===== config.mk =====
export PLATFORM = sky130hd
export DESIGN_NAME = conv_window_ctrl
export DESIGN_NICKNAME = d
export VERILOG_FILES = /design/src/rtl/conv_window_ctrl.sv
export SDC_FILE = /design/constraint.sdc
export NUM_CORES = 1
export LEC_CHECK = 0
export BUFFER_PORTS_ARGS = -buffer_cell sky130_fd_sc_hd__buf_2
export CAP_MARGIN = 10
export CORE_ASPECT_RATIO = 0.8
export CORE_MARGIN = 1
export CORE_UTILIZATION = 54
export CTS_BUF_LIST = sky130_fd_sc_hd__clkbuf_16
export CTS_CLUSTER_DIAMETER = 30
export CTS_CLUSTER_SIZE = 25
export DETAILED_ROUTE_END_ITERATION = 10
export PLACE_DENSITY = 0.94
export REMOVE_ABC_BUFFERS = 1
export SLEW_MARGIN = 20
export SYNTH_ARGS = -nofsm -noshare
export SYNTH_HDL_FRONTEND = slang
export SYNTH_SLANG_ARGS = --single-unit

===== constraint.sdc =====
create_clock -name clk_i -period 4.8 [get_ports clk_i]
set_input_delay 0 -clock clk_i [delete_from_list [all_inputs] [get_ports clk_i]]
set_output_delay 0 -clock clk_i [all_outputs]
set_load 0.03 [all_outputs]

===== src/rtl/conv_window_ctrl.sv =====
// 3x3 window sequencer for the conv MAC datapath: fetches each window, fires the datapath, writes the result.
// Optional CONV_STRIDE2_EN selects stride 2 (dense output indexing); default build is stride 1.
//
// state | meaning
// IDLE  | waiting for start_i
// LOAD  | 9 reads of the current window, returning bytes latched into win_o one cycle later
// CAPT  | last window byte latched, window now stable
// FIRE  | conv_fire_o pulse, datapath samples win_o
// WRITE | result presented, held until wr_ready_i
// DONE  | one-cycle done_o pulse
module conv_window_ctrl #(
    parameter int IMG_W   = 8,
    parameter int IMG_H   = 8,
    parameter int ADDR_W  = 6,
    parameter int OADDR_W = 6,
    parameter int RES_W   = 64
) (
    input  logic                clk_i,
    input  logic                rst_n,
    input  logic                start_i,
    output logic                busy_o,
    output logic                done_o,
    output logic                rd_en_o,
    output logic [ADDR_W-1:0]   rd_addr_o,
    input  logic signed [7:0]   rd_data_i,
    output logic [71:0]         win_o,
    output logic                conv_fire_o,
    input  logic [RES_W-1:0]    res_i,
    output logic                wr_en_o,
    output logic [OADDR_W-1:0]  wr_addr_o,
    output logic [RES_W-1:0]    wr_data_o,
    input  logic                wr_ready_i
);

`ifdef CONV_STRIDE2_EN
    localparam int STRIDE = 2;
`else
    localparam int STRIDE = 1;
`endif
    localparam int OUT_W    = (IMG_W - 3) / STRIDE + 1;
    localparam int OUT_H    = (IMG_H - 3) / STRIDE + 1;
    localparam int LAST_COL = (OUT_W - 1) * STRIDE;
    localparam int LAST_ROW = (OUT_H - 1) * STRIDE;
    localparam int CW       = $clog2((IMG_W > IMG_H) ? IMG_W : IMG_H) + 1;

    typedef enum logic [2:0] {
        IDLE  = 3'd0,
        LOAD  = 3'd1,
        CAPT  = 3'd2,
        FIRE  = 3'd3,
        WRITE = 3'd4,
        DONE  = 3'd5
    } state_t;

    state_t               state;
    logic [CW-1:0]        row;
    logic [CW-1:0]        col;
    logic [OADDR_W-1:0]   oidx;
    logic [3:0]           k;
    logic [1:0]           kr;
    logic [1:0]           kc;

    logic [1:0]           next_kr;
    logic [1:0]           next_kc;
    logic                 last_col;
    logic                 last_pos;
    logic [CW-1:0]        next_col;
    logic [CW-1:0]        next_row;

    function automatic logic [ADDR_W-1:0] win_addr(input logic [CW-1:0] r, input logic [CW-1:0] c,
                                                    input logic [1:0] dr, input logic [1:0] dc);
        return ADDR_W'((int'(r) + int'(dr)) * IMG_W + int'(c) + int'(dc));
    endfunction

    always_comb begin
        next_kc  = (kc == 2'd2) ? 2'd0 : kc + 2'd1;
        next_kr  = (kc == 2'd2) ? kr + 2'd1 : kr;
        last_col = (col == CW'(LAST_COL));
        last_pos = last_col && (row == CW'(LAST_ROW));
        next_col = last_col ? '0 : col + CW'(STRIDE);
        next_row = last_col ? row + CW'(STRIDE) : row;
    end

    assign wr_data_o = wr_en_o ? res_i : '0;

    always_ff @(posedge clk_i or negedge rst_n) begin
        if (!rst_n) begin
            state       <= IDLE;
            busy_o      <= 1'b0;
            done_o      <= 1'b0;
            rd_en_o     <= 1'b0;
            rd_addr_o   <= '0;
            win_o       <= '0;
            conv_fire_o <= 1'b0;
            wr_en_o     <= 1'b0;
            wr_addr_o   <= '0;
            row         <= '0;
            col         <= '0;
            oidx        <= '0;
            k           <= '0;
            kr          <= '0;
            kc          <= '0;
        end else begin
            unique case (state)
                IDLE: begin
                    if (start_i) begin
                        state     <= LOAD;
                        busy_o    <= 1'b1;
                        row       <= '0;
                        col       <= '0;
                        oidx      <= '0;
                        k         <= '0;
                        kr        <= '0;
                        kc        <= '0;
                        rd_en_o   <= 1'b1;
                        rd_addr_o <= '0;
                    end
                end
                LOAD: begin
                    // byte returning now belongs to the read issued last cycle
                    if (k != 4'd0)
                        win_o[{k - 4'd1, 3'b000} +: 8] <= rd_data_i;
                    if (k == 4'd8) begin
                        state     <= CAPT;
                        rd_en_o   <= 1'b0;
                        rd_addr_o <= '0;
                    end else begin
                        k         <= k + 4'd1;
                        kr        <= next_kr;
                        kc        <= next_kc;
                        rd_addr_o <= win_addr(row, col, next_kr, next_kc);
                    end
                end
                CAPT: begin
                    win_o[71:64] <= rd_data_i;
                    conv_fire_o  <= 1'b1;
                    state        <= FIRE;
                end
                FIRE: begin
                    conv_fire_o <= 1'b0;
                    wr_en_o     <= 1'b1;
                    wr_addr_o   <= oidx;
                    state       <= WRITE;
                end
                WRITE: begin
                    if (wr_ready_i) begin
                        wr_en_o <= 1'b0;
                        oidx    <= oidx + OADDR_W'(1);
                        if (last_pos) begin
                            state  <= DONE;
                            done_o <= 1'b1;
                        end else begin
                            state     <= LOAD;
                            col       <= next_col;
                            row       <= next_row;
                            k         <= '0;
                            kr        <= '0;
                            kc        <= '0;
                            rd_en_o   <= 1'b1;
                            rd_addr_o <= win_addr(next_row, next_col, 2'd0, 2'd0);
                        end
                    end
                end
                DONE: begin
                    done_o <= 1'b0;
                    busy_o <= 1'b0;
                    state  <= IDLE;
                end
                default: state <= IDLE;
            endcase
        end
    end

endmodule


==> key figures <==
Run status
  – Status: complete, no violations

Worst setup path
  – Largest stage delay on the critical path: 0.60 ns
  – Cell type of the slowest stage on the worst timing path: dfrtp_1
  – Crit path launch: k[0]$_DFFE_PN0P_
  – WP data required: 5.10 ns
  – Setup CP Type: flip-flop to flip-flop
  – Critical path peak fanout: 13
  – Reg2Reg Capture Point: win_o[15]$_DFFE_PN0P_
  – Data arrival at the endpoint of the critical path: 3.43 ns
  – FF-to-FF path depth: 7
  – Worst Setup End Kind: flip-flop
  – Critical R2R Launch: k[0]$_DFFE_PN0P_
  – Cell Chain, Critical Path: inv_1 > ha_1 > a21o_1 > a2111o_1 > mux2i_2 > and3_1 > mux2i_1
  – Critical Path Start Type: flip-flop
  – Reg2Reg Setup Slack: 1.67 ns

Timing
  – Pin slew with the least headroom to its limit: 0.906 ns
  – Final Hold Violating Endpoints: 0
  – Max-slew violations: 0
  – Setup ws final: 1.67 ns
  – Sum Neg Setup Slack: 0 ns
  – Post-route clock period utilization: 0.653
  – Worst slew margin relative to its limit: 0.396
  – Final number of setup-violating endpoints: 0
  – Final critical path time including I/O delays and setup: 3.13 ns
  – Achievable clock frequency: 319 MHz
  – Setup Skew: 0.0122 ns
  – Unrepaired setup endpoints after global routing: no

Drt
  – Via count: 5663
  – Routed WL: 21100 um
  – Routed len/inst: 20.8 um
  – Remaining design rule violation count: 0
  – DR vias/cell: 5.58
  – Initial DRC Count: 554
  – Antenna Nets Post-Route: 0
  – 1st-pass router iterations: 5

Floorplan
  – CORE AREA: 11000 sq um
  – Vertical extent of the die: 97.9 um
  – Ports: 229
  – Die width: 122 um
  – Starting density of the core: 0.563
  – Number of placement rows: 34
  – Die outline area: 11900 sq um

Finish
  – Synth-to-layout area growth: 28.9%
  – Multi-input combinational cell area: 2910 sq um
  – Layout cell share with drive strength beyond 1: 0.315
  – Commonest non-fill, non-tap cells in the layout: buf_2 (227), dfrtp_1 (114), nand2_1 (99)
  – Count of nets after finishing: 955
  – Final-layout fill cell count: 742
  – Non-Filler Instances: 1014
  – Total area of sequential cells: 2850 sq um
  – Most common library cell in the layout ignoring fill and taps: buf_2

GRT
  – Maximum number of pins on one net before global-route repair: 71
  – Vias in the first global route: 5650
  – GRT Overall Usage: 0.366
  – Number of antenna violations at the first check in global routing: 1
  – First-pass GRT wire length: 32000 um
  – Residual overflow from global routing: 0

Placed design
  – Hpwl dp: 14900 um
  – Number of instances in the placed design: 972
  – # port buffers: 228
  – Placement Setup Slack: 1.88 ns
  – Final RePlAce weighted congestion: 1.01

Min path
  – Type of the most critical hold path: input port to flip-flop
  – Hold path cells: 4
  – Worst Hold Path EP: state[0]$_DFFE_PN0P_
  – Hold path startpoint: start_i

Clocking
  – TritonCTS clock tree: built
  – Clock tree root buffer cell: clkbuf_16
  – Maximum buffer depth of the clock tree: 2
  – Clk sink count: 114
  – H-tree levels: 4
  – Worst-Skew Late Latency: 0.42 ns
  – Register clock-pin slew on the reported worst setup and hold paths: 0.06 ns
  – Number of buffers inserted by post-CTS setup repair: 0
  – # hold bufs at CTS: 10
  – Post-cts sizing count: 0
  – Number of CTS-inserted buffers: 17

Synth
  – Part of the Yosys area used for sequential elements: 0.460
  – Async set or reset register ratio after synthesis: 1.00
  – Post-synth EDFFs: 0
  – Yosys synthesis warning count: 0
  – Cell area after synthesis: 6200 sq um
  – Count of distinct cell types in the synthesized netlist: 62
  – Cells after Synth: 637
  – Dominant register cell in the synthesized netlist: dfrtp_1
  – Synthesized area per cell: 9.74 sq um
  – #FFs+latches synth: 114

Job
  – Max_cap viols: 0

Power
  – Maximum VDD drop: 0.506 mV
  – Leak Pwr: 4.24 nW
  – Power per Cell Area: 721 nW/um^2
  – Total Power: 5.76 mW
-- how the worst max path moves through the flow --
| stage | endpoint | slack [ns] | cells after the start |
|---|---|---|---|
| 6_report | win_o[15]$_DFFE_PN0P_ | 1.67 | 7 |
| 5_1_grt | win_o[15]$_DFFE_PN0P_ | 1.56 | 7 |
| 4_1_cts | win_o[23]$_DFFE_PN0P_ | 1.82 | 7 |
| 3_5_place_dp | win_o[20]$_DFFE_PN0P_ | 1.88 | 7 |
| 3_3_place_gp | win_o[23]$_DFFE_PN0P_ | 2.00 | 7 |
| 2_1_floorplan | win_o[16]$_DFFE_PN0P_ | 2.28 | 7 |
-- sequential cells by signal (all words and copies together), names as in the netlist --
register,cells
k,4
wr_addr_o,6
busy_o,1
row,4
kc,2
rd_en_o,1
state,3
kr,2
win_o,72
col,4
conv_fire_o,1
wr_en_o,1
done_o,1
rd_addr_o,6
oidx,6
-- per-stage QoR --
step	utilization	hold WS, ns	area, sq um
after global routing	0.725	0.0489	7990
after global placement	0.666	0.163	7340
after floorplan	-	-0.296	6000
after CTS	0.725	0.0316	7990
after detailed placement	0.666	0.169	7340
final	0.726	0.0284	7990
-- power breakdown --
part | internal, mW | switching (mW) | total, mW
logic | 0.918 | 2.05 | 2.96
registers | 1.31 | 0.302 | 1.61
clock network | 0.746 | 0.441 | 1.19
total | 2.98 | 2.79 | 5.76
-- Yosys cell counts, drive strengths merged, types with 6 or more instances --
cell type / count / area [sq um]
a21oi: 12 / 71.3
a22o: 6 / 52.6
and2: 67 / 419
and3: 6 / 37.5
buf: 25 / 146
clkbuf: 14 / 52.6
dfrtp: 114 / 2850
ha: 20 / 250
inv: 65 / 244
mux2: 16 / 180
mux2i: 57 / 574
nand2: 100 / 378
nand3: 7 / 35.0
nand3b: 7 / 52.6
nor2: 20 / 75.1
o21ai: 26 / 134
xnor2: 9 / 78.8
xor2: 7 / 61.3
-- worst max-delay path: cells and delay by family, from the launching register on --
kind,cells,cell delay [ns]
flops,1,0.60
buf+inv,1,0.17
compound gates,2,0.59
simple gates,1,0.53
fa+ha+maj,1,0.42
mux,2,0.70
-- layer usage --
layer  share of wire  track usage  vias up
li1                -            -     2519
met1            0.37        0.432     2712
met2            0.47        0.582      333
met3           0.097        0.117       97
met4           0.060        0.216        2
met5         0.00052            0        -
-- layout make-up --
class	instances	share of cell area
multi-input cells	419	0.364
flip-flops and latches	114	0.357
repair buffers	240	0.157
clock buffers	17	0.0532
inverters	65	0.0305
well taps	144	0.0225
clock inverters	14	0.0155
diodes	1	0.000313
-- cells by family (layout without fill, tap and decap cells) --
logic type / Yosys count / in the layout / share of synthesized area
AOI/OAI and AO/OA: 70 / 70 / 0.0757
xor gates and xnor gates: 17 / 17 / 0.0262
adders and majority gates: 22 / 22 / 0.0468
buffers and inverters: 104 / 336 / 0.0714
DFF: 114 / 114 / 0.460
muxes: 73 / 73 / 0.122
other: 0 / 1 / 0
and+or+nand+nor: 237 / 237 / 0.198
Power figures use the tool's default switching activity.
